<file path="src/rtl/fp_exp_update_if.sv">
// Handshake and datapath bundle for the fp_exp_update_pipe exponent-update stage.
// The sticky/count signals only carry data when FP_EXP_UPDATE_STICKY_EN is defined.
`timescale 1ns/1ps
interface fp_exp_update_if #(
   parameter int EW    = 8,
   parameter int MW    = 23,
   parameter int TAG_W = 4
);
   logic             in_valid;
   logic             in_ready;
   logic [EW+1:0]    internal_exponent;
   logic [MW:0]      mantissa_mux_out;
   logic [MW+3:0]    sum;
   logic             eop;
   logic             zero_d;
   logic [TAG_W-1:0] in_tag;
   logic             out_valid;
   logic             out_ready;
   logic [EW-1:0]    e_exponent_update;
   logic             max_exponent_z;
   logic             min_exponent_z;
   logic [EW+1:0]    excessive_shift_left;
   logic             underflow_flag;
   logic [TAG_W-1:0] out_tag;
   logic             sticky_clr;
   logic             ovf_sticky;
   logic             unf_sticky;
   logic [15:0]      unf_count;

   modport master (
      output in_valid, internal_exponent, mantissa_mux_out, sum, eop, zero_d, in_tag,
             out_ready, sticky_clr,
      input  in_ready, out_valid, e_exponent_update, max_exponent_z, min_exponent_z,
             excessive_shift_left, underflow_flag, out_tag, ovf_sticky, unf_sticky, unf_count
   );

   modport slave (
      input  in_valid, internal_exponent, mantissa_mux_out, sum, eop, zero_d, in_tag,
             out_ready, sticky_clr,
      output in_ready, out_valid, e_exponent_update, max_exponent_z, min_exponent_z,
             excessive_shift_left, underflow_flag, out_tag, ovf_sticky, unf_sticky, unf_count
   );
endinterface

</file>
<file path="src/rtl/fp_exp_update_pipe.sv">
// Exponent-update stage: classifies the widened exponent and registers the result behind a valid/ready slot.
// Optional exception stickies and underflow counter are enabled by FP_EXP_UPDATE_STICKY_EN.
`timescale 1ns/1ps
module fp_exp_update_pipe #(
   parameter int EW    = 8,
   parameter int MW    = 23,
   parameter int TAG_W = 4
) (
   input logic           clk,
   input logic           rst,
   fp_exp_update_if.slave bus
);
   localparam int IW = EW + 2;
   localparam logic [IW-1:0] IE_TOP = {2'b00, {EW{1'b1}}};

   logic [IW-1:0]    ie_s;
   logic             cancel_s;
   logic             accept_s;
   logic [EW-1:0]    exp_s;
   logic             max_s;
   logic             min_s;
   logic             unf_s;
   logic [IW-1:0]    shift_s;

   logic             valid_r;
   logic [EW-1:0]    exp_r;
   logic             max_r;
   logic             min_r;
   logic             unf_r;
   logic [IW-1:0]    shift_r;
   logic [TAG_W-1:0] tag_r;

   logic             unused_mant_s;

   assign ie_s          = bus.internal_exponent;
   assign cancel_s      = (bus.sum == {(MW+4){1'b0}}) && bus.eop && bus.zero_d;
   assign unused_mant_s = bus.mantissa_mux_out[MW];

   // Reset forces readiness so the stage never appears blocked while being cleared.
   assign bus.in_ready = rst || !valid_r || bus.out_ready;
   assign accept_s     = bus.in_valid && bus.in_ready && !rst;

   // Classification, first match wins; bit EW+1 set with bit EW clear falls to the pass-through case.
   always_comb begin
      exp_s   = {EW{1'b0}};
      max_s   = 1'b0;
      min_s   = 1'b0;
      unf_s   = 1'b0;
      shift_s = {IW{1'b0}};
      if (cancel_s) begin
         min_s = 1'b1;
      end else if ((ie_s[EW] && !ie_s[EW+1]) || (ie_s == IE_TOP)) begin
         exp_s = {EW{1'b1}};
         max_s = 1'b1;
      end else if (ie_s[EW+1] && ie_s[EW]) begin
         min_s   = 1'b1;
         unf_s   = 1'b1;
         shift_s = ~ie_s + {{(IW-1){1'b0}}, 1'b1};
      end else if (ie_s == {IW{1'b0}}) begin
         if (bus.sum[MW+3]) begin
            exp_s = {{(EW-1){1'b0}}, 1'b1};
         end else begin
            min_s = 1'b1;
            unf_s = |bus.mantissa_mux_out[MW-1:0];
         end
      end else begin
         exp_s = ie_s[EW-1:0];
      end
   end

   // Single-entry output register: load on transfer, drop valid when drained without refill.
   always_ff @(posedge clk) begin
      if (rst) begin
         valid_r <= 1'b0;
         exp_r   <= {EW{1'b0}};
         max_r   <= 1'b0;
         min_r   <= 1'b0;
         unf_r   <= 1'b0;
         shift_r <= {IW{1'b0}};
         tag_r   <= {TAG_W{1'b0}};
      end else if (accept_s) begin
         valid_r <= 1'b1;
         exp_r   <= exp_s;
         max_r   <= max_s;
         min_r   <= min_s;
         unf_r   <= unf_s;
         shift_r <= shift_s;
         tag_r   <= bus.in_tag;
      end else if (bus.out_ready) begin
         valid_r <= 1'b0;
      end
   end

   assign bus.out_valid            = valid_r;
   assign bus.e_exponent_update    = exp_r;
   assign bus.max_exponent_z       = max_r;
   assign bus.min_exponent_z       = min_r;
   assign bus.excessive_shift_left = shift_r;
   assign bus.underflow_flag       = unf_r;
   assign bus.out_tag              = tag_r;

`ifdef FP_EXP_UPDATE_STICKY_EN
   logic        ovf_evt_s;
   logic        unf_evt_s;
   logic        ovf_sticky_r;
   logic        unf_sticky_r;
   logic [15:0] unf_count_r;

   assign ovf_evt_s = accept_s && max_s;
   assign unf_evt_s = accept_s && unf_s;

   // Exception accumulation; an event coinciding with a clear survives the clear.
   always_ff @(posedge clk) begin
      if (rst) begin
         ovf_sticky_r <= 1'b0;
         unf_sticky_r <= 1'b0;
         unf_count_r  <= 16'h0000;
      end else if (bus.sticky_clr) begin
         ovf_sticky_r <= ovf_evt_s;
         unf_sticky_r <= unf_evt_s;
         unf_count_r  <= unf_evt_s ? 16'h0001 : 16'h0000;
      end else begin
         ovf_sticky_r <= ovf_sticky_r | ovf_evt_s;
         unf_sticky_r <= unf_sticky_r | unf_evt_s;
         if (unf_evt_s && (unf_count_r != 16'hFFFF)) begin
            unf_count_r <= unf_count_r + 16'h0001;
         end
      end
   end

   assign bus.ovf_sticky = ovf_sticky_r;
   assign bus.unf_sticky = unf_sticky_r;
   assign bus.unf_count  = unf_count_r;
`else
   logic unused_clr_s;

   assign unused_clr_s   = bus.sticky_clr;
   assign bus.ovf_sticky = 1'b0;
   assign bus.unf_sticky = 1'b0;
   assign bus.unf_count  = 16'h0000;
`endif
endmodule
</file>
<file path="src/flat_wrapper.sv">
// flat-port wrapper written by rule: the top's interface ports become plain ports
module fp_exp_update_pipe_flat 
#(
   parameter int EW    = 8,
   parameter int MW    = 23,
   parameter int TAG_W = 4
)
  (clk, rst, bus_in_valid, bus_internal_exponent, bus_mantissa_mux_out, bus_sum, bus_eop, bus_zero_d, bus_in_tag, bus_out_ready, bus_sticky_clr, bus_in_ready, bus_out_valid, bus_e_exponent_update, bus_max_exponent_z, bus_min_exponent_z, bus_excessive_shift_left, bus_underflow_flag, bus_out_tag, bus_ovf_sticky, bus_unf_sticky, bus_unf_count);
  fp_exp_update_if #(.EW(EW), .MW(MW), .TAG_W(TAG_W)) bus_i ();
  input logic clk;
  input logic rst;
  input wire logic [$bits(bus_i.in_valid)-1:0] bus_in_valid;
  input wire logic [$bits(bus_i.internal_exponent)-1:0] bus_internal_exponent;
  input wire logic [$bits(bus_i.mantissa_mux_out)-1:0] bus_mantissa_mux_out;
  input wire logic [$bits(bus_i.sum)-1:0] bus_sum;
  input wire logic [$bits(bus_i.eop)-1:0] bus_eop;
  input wire logic [$bits(bus_i.zero_d)-1:0] bus_zero_d;
  input wire logic [$bits(bus_i.in_tag)-1:0] bus_in_tag;
  input wire logic [$bits(bus_i.out_ready)-1:0] bus_out_ready;
  input wire logic [$bits(bus_i.sticky_clr)-1:0] bus_sticky_clr;
  output wire logic [$bits(bus_i.in_ready)-1:0] bus_in_ready;
  output wire logic [$bits(bus_i.out_valid)-1:0] bus_out_valid;
  output wire logic [$bits(bus_i.e_exponent_update)-1:0] bus_e_exponent_update;
  output wire logic [$bits(bus_i.max_exponent_z)-1:0] bus_max_exponent_z;
  output wire logic [$bits(bus_i.min_exponent_z)-1:0] bus_min_exponent_z;
  output wire logic [$bits(bus_i.excessive_shift_left)-1:0] bus_excessive_shift_left;
  output wire logic [$bits(bus_i.underflow_flag)-1:0] bus_underflow_flag;
  output wire logic [$bits(bus_i.out_tag)-1:0] bus_out_tag;
  output wire logic [$bits(bus_i.ovf_sticky)-1:0] bus_ovf_sticky;
  output wire logic [$bits(bus_i.unf_sticky)-1:0] bus_unf_sticky;
  output wire logic [$bits(bus_i.unf_count)-1:0] bus_unf_count;
  assign bus_i.in_valid = bus_in_valid;
  assign bus_i.internal_exponent = bus_internal_exponent;
  assign bus_i.mantissa_mux_out = bus_mantissa_mux_out;
  assign bus_i.sum = bus_sum;
  assign bus_i.eop = bus_eop;
  assign bus_i.zero_d = bus_zero_d;
  assign bus_i.in_tag = bus_in_tag;
  assign bus_i.out_ready = bus_out_ready;
  assign bus_i.sticky_clr = bus_sticky_clr;
  assign bus_in_ready = bus_i.in_ready;
  assign bus_out_valid = bus_i.out_valid;
  assign bus_e_exponent_update = bus_i.e_exponent_update;
  assign bus_max_exponent_z = bus_i.max_exponent_z;
  assign bus_min_exponent_z = bus_i.min_exponent_z;
  assign bus_excessive_shift_left = bus_i.excessive_shift_left;
  assign bus_underflow_flag = bus_i.underflow_flag;
  assign bus_out_tag = bus_i.out_tag;
  assign bus_ovf_sticky = bus_i.ovf_sticky;
  assign bus_unf_sticky = bus_i.unf_sticky;
  assign bus_unf_count = bus_i.unf_count;
  fp_exp_update_pipe #(.EW(EW), .MW(MW), .TAG_W(TAG_W)) u_core (.clk(clk), .rst(rst), .bus(bus_i));
endmodule
</file>
<file path="config.mk">
export PLATFORM = sky130hd
export DESIGN_NAME = fp_exp_update_pipe_flat
export DESIGN_NICKNAME = d
export VERILOG_FILES = /design/src/rtl/fp_exp_update_if.sv /design/src/rtl/fp_exp_update_pipe.sv /design/src/flat_wrapper.sv
export SDC_FILE = /design/constraint.sdc
export NUM_CORES = 1
export LEC_CHECK = 0
export ABC_AREA = 1
export CORE_MARGIN = 2
export CORE_UTILIZATION = 30
export CTS_BUF_LIST = sky130_fd_sc_hd__clkbuf_8
export DETAILED_ROUTE_END_ITERATION = 10
export PLACE_DENSITY = 0.79
export SLEW_MARGIN = 20
export SYNTH_ARGS = -nofsm -noshare
export SYNTH_HDL_FRONTEND = slang
export SYNTH_SLANG_ARGS = --single-unit
</file>
<file path="constraint.sdc">
create_clock -name clk -period 3.7 [get_ports clk]
set_input_delay 0.74 -clock clk [delete_from_list [all_inputs] [get_ports clk]]
set_output_delay 0.74 -clock clk [all_outputs]
set_load 0.05 [all_outputs]
</file>
# Yosys cells after proc, flatten, opt, wreduce, memory -nomap -nowiden
# Index checks and enable logic that the tools add are counted.
dict set report op_classes {
  add_sub_neg 1
  eq_ne 1
  muxes 22
  n_bitwise 1
  reduce_logical 16
}
# operator count
set ops {}
lappend ops {{2-to-1 mux 8 bit} 4}
lappend ops {{2-to-1 mux 10 bit} 3}
lappend ops {{zero test 27 bit} 1}
lappend ops {{OR reduction 23 bit} 1}
lappend ops {{2-to-1 mux 1 bit} 15}
lappend ops {{adder 10 x 1 -> 10 bit, second input constant} 1}
lappend ops {{equality test 10 x 8 -> 1 bit, second input constant} 1}
lappend ops {{zero test 10 bit} 1}
lappend ops {{NOT 10 bit} 1}
lappend ops {{logical AND 1 bit} 6}
lappend ops {{zero test 1 bit} 3}
lappend ops {{logical OR 1 bit} 3}
lappend ops {{nonzero test 2 bit} 1}
dict set report totals {
  regBits 26
  input_bits 72
  output_inout_bits 45
  elab_cells 48
}

# Depth between registers and ports, before layout
# Gate-level depths: netlist of run 1.
dict set report depth {
  word_depth 6
  depth_mapped 11
  depth_no_buf 11
}

# Worst setup path after synthesis of run 1
# Ideal clock, no wire load.
dict set report synth_path {
  kind {input to output}
  startpoint {input port rst}
  endpoint {output port bus_in_ready}
  t_arrival_ps 1566
  t_required_ps 2960
  path_slack_ps 1394
  path_stages 4
  path_buffers 2
  cell_sequence {buf_6 -> inv_1 -> clkbuf_1 -> nand2_1}
}
dict set report synth_between {
  elab_chain_cells 2
}
# item line
set synth_rtl {}
lappend synth_rtl {{from (decl)} flat_wrapper.sv:11} ;# input logic rst;
lappend synth_rtl {{logical OR 1 bit (2 in series)} fp_exp_update_pipe.sv:40} ;# assign bus.in_ready = rst || !valid_r || bus.out_ready;
lappend synth_rtl {{to (decl)} flat_wrapper.sv:21} ;# output wire logic [$bits(bus_i.in_ready)-1:0] bus_in_ready;
# Every way passes these cells.

# Worst setup path in the final report of run 1
# Ends and elaborated chain as after synthesis.

==> results of run 1 <==
layout make-up:
type	count	area share (%)
repair buffers	98	36.5
multi-input cells	206	33.3
flip-flops and latches	26	19.3
inverters	40	5.56
well taps	72	3.34
clock buffers	4	2.04
state kept, by name, summed over array words and instances (netlist names):
name and cells:
u_core.bus.underflow_flag 1, u_core.bus.out_tag 4, u_core.bus.out_valid 1, u_core.bus.max_exponent_z 1
u_core.bus.e_exponent_update 8, u_core.bus.min_exponent_z 1, u_core.bus.excessive_shift_left 10
routing by layer:
metal	vias up	wire, µm	GRT usage, %
li1	1006	-	-
met1	806	1930	18.2
met2	69	2350	28.8
met3	12	340	4.66
met4	0	122	5.69
met5	-	0	0
placed cells by master, fill, tap and decap left out, drive strengths merged:
| cell type | synthesis | final |
|---|---|---|
| a21oi | 19 | 19 |
| buf | 23 | 3 |
| clkbuf | 3 | 4 |
| clkdlybuf4s50 | 0 | 95 |
| conb | 1 | 18 |
| dfxtp | 26 | 26 |
| ha | 2 | 2 |
| inv | 40 | 40 |
| nand2 | 72 | 72 |
| nand3 | 30 | 30 |
| nor2 | 51 | 51 |
| nor3 | 3 | 3 |
| o21ai | 7 | 7 |
| xor2 | 4 | 4 |
worst max-delay path by stage:
stage | end | start | cells past startpoint
final | bus_in_ready | rst | 4
after global routing | bus_in_ready | rst | 4
after floorplan | bus_in_ready | rst | 4
after detailed placement | u_core.bus.excessive_shift_left[8]$_SDFFE_PP0P_ | rst | 6
after CTS | bus_in_ready | rst | 4
after global placement | u_core.bus.excessive_shift_left[1]$_SDFFE_PP0P_ | rst | 6
power by group through the flow:
| stage | Sequential (mW) | Combinational [mW] | Clock [mW] |
|---|---|---|---|
| 2_1_floorplan | 0.348 | 0.119 | 0 |
| 3_3_place_gp | 0.305 | 0.259 | 0 |
| 3_5_place_dp | 0.305 | 0.261 | 0 |
| 4_1_cts | 0.298 | 0.262 | 0.191 |
| 5_1_grt | 0.300 | 0.282 | 0.202 |
| 6_report | 0.298 | 0.262 | 0.181 |
per-stage QoR:
| stage | instance area [µm²] | total power, mW | worst slack, ns | utilization [%] |
|---|---|---|---|---|
| after floorplan | 1750 | 0.466 | 1.39 | - |
| after global placement | 2650 | 0.563 | 0.891 | 48.3 |
| after detailed placement | 2650 | 0.566 | 0.855 | 48.3 |
| after CTS | 2700 | 0.752 | 0.894 | 49.3 |
| after global routing | 2700 | 0.784 | 0.762 | 49.3 |
| final | 2700 | 0.741 | 0.890 | 49.3 |
worst max-delay path, stage by stage:
cell                              delay [ns]
sky130_fd_sc_hd__clkdlybuf4s50_1        0.87
sky130_fd_sc_hd__inv_1                  0.14
sky130_fd_sc_hd__nand2_1                0.17
sky130_fd_sc_hd__buf_12                 0.15
logic make-up after synthesis:
| group | after synthesis |
|---|---|
| AO/OA/AOI/OAI | 26 |
| XOR/XNOR | 4 |
| adder cells (fa/ha/maj) | 2 |
| buffers and inverters | 66 |
| flip-flops | 26 |
| other | 1 |
| AND/OR/NAND/NOR | 156 |
==> metrics.md, run 1 <==
| Metric | Value |
|---|---|
| Outcome | `finished, final reports clean` |
| TritonCTS clock tree | `done` |
| Most used standard cells in the synthesized netlist | `sky130_fd_sc_hd__nand2_1, sky130_fd_sc_hd__nor2_1, sky130_fd_sc_hd__inv_1, sky130_fd_sc_hd__nand3_1, sky130_fd_sc_hd__dfxtp_1` |
| Cell leakage power | `about 1.2 nW` |
| Clock transition at the registers of the reported paths | `around 0.080 ns` |
| Worst voltage drop across the vdd grid | `about 190 µV` |
| Final-layout fill cell count | `about 560` |
| Number of nets with antenna violations after detailed routing | `0` |
| Total area of multi-input combinational cells | `898 µm²` |
| # clock sinks | `26` |
| Tightest Pin Transition | `0.630 ns` |
| Port buffer count | `between 90 and 100` |
| Number of cell instances on the worst register-to-register path | `7` |
| Fraction of synthesized area in multiplexers | `0%` |
| Number of pins with negative max-slew slack in the final report | `0` |
| Worst-path maximum fanout | `16` |
| Synth area leaders | `sky130_fd_sc_hd__dfxtp_1, sky130_fd_sc_hd__nand2_1, sky130_fd_sc_hd__nor2_1, sky130_fd_sc_hd__nand3_1, sky130_fd_sc_hd__inv_1` |
| HPWL reported at the end of detailed placement | `3.91 mm` |
| Register Area | `between 500 and 600 µm²` |
| Peak clock frequency supported by timing | `roughly 0.36 GHz` |
| Unrepaired setup endpoints after global routing | `no` |
| DR DRC count | `0` |
| Final setup violating endpoints | `0` |
| Clock Power Share | `24.4%` |
| Chip height | `79.0 µm` |
| Adder-cell area share of the yosys netlist | `under 10%` |
| Switch Pwr | `around 0.24 mW` |
| Root Driver | `sky130_fd_sc_hd__clkbuf_8` |
| Seq pwr share | `40.3%` |
| Post-synthesis async set-or-reset flop share | `0%` |
| Sum of overflow across all layers after global routing | `0` |
| P_int | `0.496 mW` |
| Count leader, synth | `sky130_fd_sc_hd__nand2_1` |
| Part of the Yosys area used for sequential elements | `a little under a third` |
| Yosys warns | `0` |
| Post-synthesis register bit count | `26` |
| Placed instance count | `between 400 and 500` |
| Fin Setup TNS | `0 ns` |
| Power per standard cell area | `274 nW/µm²` |
| Source-to-sink clock delay at the later pin of the worst-skew pair | `~0.27 ns` |
| Cts bufs inserted | `3` |
| Antenna diode count | `0` |
| Final weighted congestion in routability-driven placement | `0.827` |
| Detailed Routing Iterations Pass 1 | `4` |
| Largest area contributor in the netlist | `sky130_fd_sc_hd__dfxtp_1` |
| Yosys cell types | `18` |
| Post-CTS setup buffer count | `0` |
| Largest net degree at the start of global routing | `21` |
| Class of the worst hold path | `flip-flop to flip-flop` |
| Hold-fix buffers, CTS | `0` |
| Num ports | `117` |
| Main flop type after synthesis | `sky130_fd_sc_hd__dfxtp_1` |
| Nets | `around 450` |
| Post-Synthesis Cell Area | `roughly 1700 µm²` |
| Die Footprint | `about 6200 µm²` |
| Mapped Avg Cell Area | `about 6.0 µm²` |
| 1st-iter DRT viols | `92` |
| Post-synth top area share | `a little under a third` |
| Die W | `79.0 µm` |
| Path type of the worst setup path | `input port to primary output` |
| Complex-gate fraction of the synthesized area | `roughly 7.7%` |
| Final critical-path share of the clock period | `75.9%` |
| Gate Count Post-Synth | `between 200 and 300` |
| Via count of the first global-routing pass | `1896` |
| Routed wire length | `around 4.7 mm` |
| Proportion of layout cells with a drive suffix above 1 | `under 10%` |
| Hold depth | `2` |
| Terminus of the critical flop-to-flop path | `u_core.bus.excessive_shift_left[8]$_SDFFE_PP0P_` |
| Via count | `between 1500 and 2000` |
| Worst-case clock buffer depth | `2` |
| Register-to-register setup slack | `roughly 2.1 ns` |
| Data required time at the worst endpoint | `~3.0 ns` |
| Number of max-cap violations | `0` |
| Worst Skew | `about 0.0011 ns` |
| Worst hold path startpoint | `u_core.bus.excessive_shift_left[9]$_SDFFE_PP0P_` |
| Simple-gate share of the synthesized area | `a little under two fifths` |
| Number of rows in the core area | `27` |
| Critical path capture point type | `primary output` |
| Number of enable-type register cells in the synthesized netlist | `0` |
| Per-cell routed wire length | `around 11 µm` |
| Global-route total usage across every layer | `between 10% and 20%` |
| H-tree depth | `1` |
| Period minus WS final | `2.81 ns` |
| Layout Area Growth over Synthesis | `60.2%` |
| Count of final hold-check violations | `0` |
| Worst slew margin relative to its limit | `between 50 and 60%` |
| Average via count per standard cell | `roughly 4.2` |
| Area of the core region | `about 5500 µm²` |
| Hold EP | `u_core.bus.excessive_shift_left[9]$_SDFFE_PP0P_` |
| Largest family of logic cells by synthesized area | `simple AND/OR/NAND/NOR gates` |
| Number of cells in the finished layout apart from fillers | `between 400 and 500` |
| Sort of element at the start of the critical path | `input port` |
| Proportion of total power due to net switching | `roughly a third` |
| Worst Path Arrival | `2.07 ns` |
| First-pass GRT wire length | `around 8.1 mm` |
| RR Startpoint | `u_core.bus.out_valid$_SDFFE_PP0P_` |
| Combinational Power Share | `between 30% and 40%` |
| Number of antenna violations at the first check in global routing | `0` |
| Hold Worst Slack | `around 0.45 ns` |
| Total of cells resized after clock tree synthesis | `0` |
| Initial Utilization | `between 30 and 40%` |
| Synthesized-area fraction occupied by xor and xnor cells | `roughly 2.1%` |
(Power assumes the default switching activity.)
==> run 2, diff against run 1 <==
Settings changed: PLACE_DENSITY 0.79 to 0.82.
Clock period 3.7 ns to 2.3 ns, I/O delays scaled along.
==> run 2 against run 1 <==
  * Register-to-register slack lost 1.2 ns
  * Cell count increased by 0.67%
  * Sequential share of layout area fell by 0.27 points
  * Critical path depth grew 6
  * Clock skew grew 0.0079 ns
  * Sequential power grew 61%
  * Count of clock-buffer cells in the layout down 1
  * Largest power group unchanged
  * Routed wire length shrank 2.4%
  * Setup slack got worse by 0.50 ns
  * Global-route usage is 1.1 points lower
  * Flip-flop and latch count unchanged
==> metrics.md, run 2 (synthesis results as in run 1) <==
| Metric | Value |
|---|---|
| Initial Utilization | `30.8% (unchanged)` |
| Total of cells resized after clock tree synthesis | `0 (unchanged)` |
| Worst-path maximum fanout | `4 (was 16)` |
| PnR worst setup slack | `0.391 ns (was 0.890 ns)` |
| Path type of the worst setup path | `input port to flip-flop (was input port to primary output)` |
| DR DRC count | `0 (unchanged)` |
| Highest cell delay on the worst timing path | `0.48 ns (was 0.87 ns)` |
| Number of max-cap violations | `0 (unchanged)` |
| First-pass GRT wire length | `7.60 mm (was 8.11 mm)` |
| Cell leakage power | `1.23 nW (was 1.21 nW)` |
| Family with the most delay on the worst path | `buffers and inverters (unchanged)` |
| Clock transition at the registers of the reported paths | `0.09 ns (was 0.08 ns)` |
| Largest net degree at the start of global routing | `20 (was 21)` |
| Average via count per standard cell | `4.23 (was 4.24)` |
| Global-route total usage across every layer | `15.0% (was 16.1%)` |
| HPWL reported at the end of detailed placement | `3.86 mm (was 3.91 mm)` |
| H-tree depth | `1 (unchanged)` |
| WP buf/inv | `3 (unchanged)` |
| Most frequent cells in the layout | `sky130_fd_sc_hd__clkdlybuf4s50_1, sky130_fd_sc_hd__nand2_1, sky130_fd_sc_hd__nor2_1, sky130_fd_sc_hd__inv_1, sky130_fd_sc_hd__nand3_1 (unchanged)` |
| Per-cell routed wire length | `10.3 µm (was 10.6 µm)` |
| Critical path capture point type | `flip-flop (was primary output)` |
| Proportion of layout cells with a drive suffix above 1 | `3.45% (was 2.67%)` |
| Data required time at the worst endpoint | `2.46 ns (was 2.96 ns)` |
| Via count of the first global-routing pass | `1783 (was 1896)` |
| Final weighted congestion in routability-driven placement | `0.883 (was 0.827)` |
| Worst Skew | `0.00893 ns (was 0.00105 ns)` |
| Via count | `1900 (was 1893)` |
| Sum of overflow across all layers after global routing | `0 (unchanged)` |
| Cts bufs inserted | `3 (unchanged)` |
| Cell type of the slowest stage on the worst timing path | `sky130_fd_sc_hd__clkdlybuf4s50_1 (unchanged)` |
| Layout Area Growth over Synthesis | `62.5% (was 60.2%)` |
| Outcome | `finished, final reports clean (unchanged)` |
| # clock sinks | `26 (unchanged)` |
| Routed wire length | `4.62 mm (was 4.73 mm)` |
| Nets | `452 (was 449)` |
| Number of rows in the core area | `27 (unchanged)` |
| Sort of element at the start of the critical path | `input port (unchanged)` |
| Number of pins with negative max-slew slack in the final report | `0 (unchanged)` |
| Fin Setup TNS | `0 ns (unchanged)` |
| Commonest non-fill, non-tap cell in the layout | `sky130_fd_sc_hd__clkdlybuf4s50_1 (unchanged)` |
| Root Driver | `sky130_fd_sc_hd__clkbuf_8 (unchanged)` |
| Final setup violating endpoints | `0 (unchanged)` |
| Peak clock frequency supported by timing | `roughly 0.52 GHz` |
| Final critical-path share of the clock period | `83.0%` |
| Placement Setup Slack | `0.136 ns (was 0.855 ns)` |
| Die Footprint | `6230 µm² (unchanged)` |
| Flip-flop count of the largest register, all copies and words added | `10 (unchanged)` |
| Class of the worst hold path | `flip-flop to flip-flop (unchanged)` |
| Port buffer count | `96 (unchanged)` |
| Count of final hold-check violations | `0 (unchanged)` |
| Worst slew margin relative to its limit | `64.8% (was 57.9%)` |
| Total area of multi-input combinational cells | `898 µm² (unchanged)` |
| Number of nets with antenna violations after detailed routing | `0 (unchanged)` |
| Antenna diode count | `0 (unchanged)` |
| Post-CTS setup buffer count | `0 (unchanged)` |
| Unrepaired setup endpoints after global routing | `no (unchanged)` |
| 1st-iter DRT viols | `84 (was 92)` |
| Chip height | `79.0 µm (unchanged)` |
| Period minus WS final | `approximately 1.9 ns` |
| Worst Path Arrival | `2.07 ns (about the same)` |
| Cell breakdown of the critical path | `clkdlybuf4s50_1 -> inv_1 -> ha_1 -> nand2_1 -> nor2_1 -> nand3_1 -> nand2_1 -> inv_1 -> nand3_1 -> a21oi_1 (was clkdlybuf4s50_1 -> inv_1 -> nand2_1 -> buf_12)` |
| Detailed Routing Iterations Pass 1 | `4 (unchanged)` |
| Die W | `79.0 µm (unchanged)` |
| Power per standard cell area | `466 nW/µm² (was 274 nW/µm²)` |
| Worst-case clock buffer depth | `2 (unchanged)` |
| Layout Utilization | `50.0% (was 49.3%)` |
| Final-layout fill cell count | `552 (was 559)` |
| Area of the core region | `5470 µm² (unchanged)` |
| TritonCTS clock tree | `done (unchanged)` |
| Num ports | `117 (unchanged)` |
| Register Area | `520 µm² (unchanged)` |
| Source-to-sink clock delay at the later pin of the worst-skew pair | `0.27 ns (about the same)` |
| Number of antenna violations at the first check in global routing | `0 (unchanged)` |
| Hold-fix buffers, CTS | `0 (unchanged)` |
| Tightest Pin Transition | `0.527 ns (was 0.630 ns)` |
| Worst voltage drop across the vdd grid | `246 µV (was 190 µV)` |
run 2: routing by layer:
layer  vias up  part of all wire, %  global-route usage [%]
met5         -                    0                       0
li1       1012                    -                       -
met2        71                   50                    28.1
met3         6                  6.7                    3.86
met4         0                 0.95                    2.41
met1       811                   42                    17.3
run 2: worst paths after layout:
check	start	slack, ns	depth (start not counted)	endpoint
hold reg to reg	u_core.bus.excessive_shift_left[9]$_SDFFE_PP0P_	0.46	2	u_core.bus.excessive_shift_left[9]$_SDFFE_PP0P_
hold / removal	u_core.bus.excessive_shift_left[9]$_SDFFE_PP0P_	0.46	2	u_core.bus.excessive_shift_left[9]$_SDFFE_PP0P_
setup reg to reg	u_core.bus.out_valid$_SDFFE_PP0P_	0.90	8	u_core.bus.e_exponent_update[5]$_SDFFE_PP0P_
setup / recovery	bus_internal_exponent[0]	0.39	10	u_core.bus.e_exponent_update[0]$_SDFFE_PP0P_
run 2: final cells by class:
class	instances	area share [%]
Timing Repair Buffer	101	36.8
Multi-Input combinational cell	206	32.8
Clock buffer	3	1.51
Inverter	40	5.48
Tap cell	72	3.29
Sequential cell	26	19.0
Clock inverter	1	1.10
run 2: per-stage QoR:
stage	instance area [µm²]	instances	total power [mW]	hold WS, ns
floorplan	1750	298	0.750	0.573
global placement	2670	445	0.910	0.430
detailed placement	2670	445	0.915	0.439
CTS	2740	449	1.29	0.458
global route	2740	449	1.35	0.482
finish	2740	449	1.28	0.456
run 2: power breakdown:
group | leakage, nW | internal (mW) | switching (mW)
registers | 0.212 | 0.470 | 0.0103
logic | 0.981 | 0.179 | 0.245
clock network | 0.0357 | 0.233 | 0.140
total | 1.23 | 0.882 | 0.396
run 2: worst reg2reg max path, delay by kind of cell, from the launching register on:
family | cells | cell delay (ns)
buffers and inverters | 3 | 0.27
DFF | 1 | 0.33
and+or+nand+nor | 5 | 0.70
==> run 3, diff against run 2 <==
Settings changed: PLACE_DENSITY 0.82 to 0.79.
Clock period 2.3 ns to 1.92 ns, I/O delays scaled along.
==> run 3 against run 2 <==
  * Setup slack got worse by 0.28 ns
  * Sequential share of layout area decreased by 0.12 points
  * Critical path depth decreased by 9
  * Highest routed layer unchanged
  * First-iteration DRC count increased by 23%
  * Largest cell class unchanged
  * Power increased by 20%
  * Die area unchanged
  * Critical endpoint is now bus_excessive_shift_left[7]
  * Hold slack got worse by 0.0045 ns
  * Sequential power increased by 20%
  * Cell count increased by 1.1%
  * Utilization increased by 0.32 points
  * Register-to-register slack got worse by 0.41 ns
==> metrics.md, run 3 (synthesis results as in run 1) <==
| Metric | Value |
|---|---|
| Highest cell delay on the worst timing path | `0.81 ns (was 0.48 ns)` |
| Root Driver | `sky130_fd_sc_hd__clkbuf_8 (unchanged)` |
| Number of cells in the finished layout apart from fillers | `454 (was 449)` |
| WP buf/inv | `1 (was 3)` |
| Family with the most delay on the worst path | `buffers and inverters (unchanged)` |
| Source-to-sink clock delay at the later pin of the worst-skew pair | `0.27 ns (about the same)` |
| Chip height | `79.0 µm (unchanged)` |
| Path type of the worst setup path | `flip-flop to primary output (was input port to flip-flop)` |
| Worst setup path endpoint | `bus_excessive_shift_left[7] (was u_core.bus.e_exponent_update[0]$_SDFFE_PP0P_)` |
| Levels on crit path | `1 (was 10)` |
| Number of antenna violations at the first check in global routing | `0 (unchanged)` |
| Die Footprint | `6230 µm² (unchanged)` |
| Port buffer count | `96 (unchanged)` |
| Fin Setup TNS | `0 ns (unchanged)` |
| Per-cell routed wire length | `10.3 µm (about the same)` |
| Die W | `79.0 µm (unchanged)` |
| Largest net degree at the start of global routing | `20 (unchanged)` |
| Met1 usage in global routing | `18.4% (was 17.3%)` |
| Tightest Pin Transition | `0.513 ns (was 0.527 ns)` |
| Average via count per standard cell | `4.21 (was 4.23)` |
| Number of cell instances on the worst register-to-register path | `7 (was 8)` |
| Proportion of layout cells with a drive suffix above 1 | `6.81% (was 3.45%)` |
| Commonest non-fill, non-tap cell in the layout | `sky130_fd_sc_hd__clkdlybuf4s50_1 (unchanged)` |
| Sort of element at the start of the critical path | `flip-flop (was input port)` |
| Num ports | `117 (unchanged)` |
| Period minus WS final | `roughly 1.8 ns` |
| Global-route track usage on met2 | `29.4% (was 28.1%)` |
| Placed instance count | `450 (was 445)` |
| Number of rows in the core area | `27 (unchanged)` |
| RR Startpoint | `u_core.bus.out_valid$_SDFFE_PP0P_ (unchanged)` |
| Post-layout total power | `1.53 mW (was 1.28 mW)` |
| Final critical-path share of the clock period | `94.5%` |
| Cell leakage power | `1.27 nW (was 1.23 nW)` |
| Final weighted congestion in routability-driven placement | `0.808 (was 0.883)` |
| Final setup violating endpoints | `0 (unchanged)` |
| Antenna diode count | `0 (unchanged)` |
| Register-to-register setup slack | `0.49 ns (was 0.90 ns)` |
| Placement Setup Slack | `-0.101 ns (was 0.136 ns)` |
| Terminus of the critical flop-to-flop path | `u_core.bus.excessive_shift_left[7]$_SDFFE_PP0P_ (was u_core.bus.e_exponent_update[5]$_SDFFE_PP0P_)` |
| Worst-path maximum fanout | `2 (was 4)` |
| 1st-iter DRT viols | `103 (was 84)` |
| Area of the core region | `5470 µm² (unchanged)` |
| TritonCTS clock tree | `done (unchanged)` |
| Count of final hold-check violations | `0 (unchanged)` |
| Worst Path Arrival | `1.43 ns (was 2.07 ns)` |
| Worst voltage drop across the vdd grid | `319 µV (was 246 µV)` |
| Post-CTS setup buffer count | `0 (unchanged)` |
| Clock Power Share | `29.2% (about the same)` |
| GRT busiest layer | `met2 (unchanged)` |
| Cell type of the slowest stage on the worst timing path | `sky130_fd_sc_hd__clkdlybuf4s50_1 (unchanged)` |
| Data required time at the worst endpoint | `1.54 ns (was 2.46 ns)` |
| Outcome | `finished, final reports clean (unchanged)` |
| Cts bufs inserted | `3 (unchanged)` |
| Power per standard cell area | `556 nW/µm² (was 466 nW/µm²)` |
| HPWL reported at the end of detailed placement | `3.98 mm (was 3.86 mm)` |
| Launch point of the critical path | `u_core.bus.excessive_shift_left[7]$_SDFFE_PP0P_ (was bus_internal_exponent[0])` |
| Number of max-cap violations | `0 (unchanged)` |
| Seq pwr share | `37.5% (was 37.6%)` |
| Number of nets with antenna violations after detailed routing | `0 (unchanged)` |
| Class of the worst hold path | `flip-flop to flip-flop (unchanged)` |
| H-tree depth | `1 (unchanged)` |
| Total of cells resized after clock tree synthesis | `0 (unchanged)` |
| DR DRC count | `0 (unchanged)` |
| First-pass GRT wire length | `8.05 mm (was 7.60 mm)` |
| Proportion of total power due to net switching | `31.0% (about the same)` |
| Routed wire length | `4.66 mm (was 4.62 mm)` |
| Nets | `457 (was 452)` |
| PnR worst setup slack | `0.106 ns (was 0.391 ns)` |
| Via count of the first global-routing pass | `1845 (was 1783)` |
| # clock sinks | `26 (unchanged)` |
| Detailed Routing Iterations Pass 1 | `4 (unchanged)` |
| Peak clock frequency supported by timing | `approximately 0.55 GHz` |
| Clock transition at the registers of the reported paths | `0.09 ns (about the same)` |
| Global Route met3 Usage | `4.20% (was 3.86%)` |
| Global-route total usage across every layer | `15.8% (was 15.0%)` |
| Sum of overflow across all layers after global routing | `0 (unchanged)` |
| Hold-fix buffers, CTS | `0 (unchanged)` |
| Via count | `1910 (was 1900)` |
| Switch Pwr | `0.474 mW (was 0.396 mW)` |
| Initial Utilization | `30.8% (unchanged)` |
| Cell breakdown of the critical path | `clkdlybuf4s50_1 (was clkdlybuf4s50_1 -> inv_1 -> ha_1 -> nand2_1 -> nor2_1 -> nand3_1 -> nand2_1 -> inv_1 -> nand3_1 -> a21oi_1)` |
| Worst-case clock buffer depth | `2 (unchanged)` |
| Number of pins with negative max-slew slack in the final report | `0 (unchanged)` |
| Final-layout fill cell count | `570 (was 552)` |
| Dpl cell area | `2690 µm² (was 2670 µm²)` |
| Combinational Power Share | `33.2% (about the same)` |
| Worst slew margin relative to its limit | `65.7% (was 64.8%)` |
| Unrepaired setup endpoints after global routing | `no (unchanged)` |
| P_int | `1.06 mW (was 0.882 mW)` |
| Summed area of non-filler cells in the final layout | `2760 µm² (was 2740 µm²)` |
| Critical path capture point type | `primary output (was flip-flop)` |
| Worst Skew | `0.00692 ns (was 0.00893 ns)` |
| Flip-flop count of the largest register, all copies and words added | `10 (unchanged)` |
| Layout Area Growth over Synthesis | `63.5% (was 62.5%)` |
| Most frequent cells in the layout | `sky130_fd_sc_hd__clkdlybuf4s50_1, sky130_fd_sc_hd__nand2_1, sky130_fd_sc_hd__nor2_1, sky130_fd_sc_hd__inv_1, sky130_fd_sc_hd__nand3_1 (unchanged)` |
-- run 3: routing by layer --
layer,vias to the layer above,share of wire (%),wire length (µm)
li1,1024,-,-
met1,813,42,1950
met2,67,51,2360
met3,6,6.4,300
met4,0,0.99,46
met5,-,0,0
-- run 3: worst min path at each step --
stage | slack, ns | cells after the start | start | to
final | 0.45 | 2 | u_core.bus.excessive_shift_left[9]$_SDFFE_PP0P_ | u_core.bus.excessive_shift_left[9]$_SDFFE_PP0P_
after CTS | 0.45 | 2 | u_core.bus.excessive_shift_left[9]$_SDFFE_PP0P_ | u_core.bus.excessive_shift_left[9]$_SDFFE_PP0P_
after global routing | 0.49 | 2 | u_core.bus.excessive_shift_left[1]$_SDFFE_PP0P_ | u_core.bus.excessive_shift_left[1]$_SDFFE_PP0P_
after global placement | 0.44 | 2 | u_core.bus.excessive_shift_left[9]$_SDFFE_PP0P_ | u_core.bus.excessive_shift_left[9]$_SDFFE_PP0P_
after floorplan | 0.50 | 2 | bus_in_tag[0] | u_core.bus.out_tag[0]$_SDFFE_PP0P_
after detailed placement | 0.44 | 2 | u_core.bus.excessive_shift_left[9]$_SDFFE_PP0P_ | u_core.bus.excessive_shift_left[9]$_SDFFE_PP0P_
-- run 3: stage by stage --
| stage | hold slack, ns | util [%] |
|---|---|---|
| finish | 0.451 | 50.4 |
| global placement | 0.438 | 49.1 |
| floorplan | 0.497 | - |
| CTS | 0.454 | 50.4 |
| detailed placement | 0.436 | 49.1 |
| global route | 0.493 | 50.4 |
-- run 3: final cells by class --
type / count / area, µm² / area share, %
repair buffers: 106 / 1030 / 37.2
multi-input cells: 206 / 898 / 32.6
flip-flops and latches: 26 / 520 / 18.9
inverters: 40 / 150 / 5.45
well taps: 72 / 90.1 / 3.27
clock buffers: 3 / 41.3 / 1.50
clock inverters: 1 / 30.0 / 1.09
-- run 3: power groups by stage --
stage / sequential (mW) / clock (mW) / combinational (mW)
floorplan: 0.670 / 0 / 0.229
global placement: 0.587 / 0 / 0.505
detailed placement: 0.588 / 0 / 0.509
CTS: 0.576 / 0.457 / 0.511
global route: 0.579 / 0.483 / 0.550
finish: 0.575 / 0.447 / 0.509
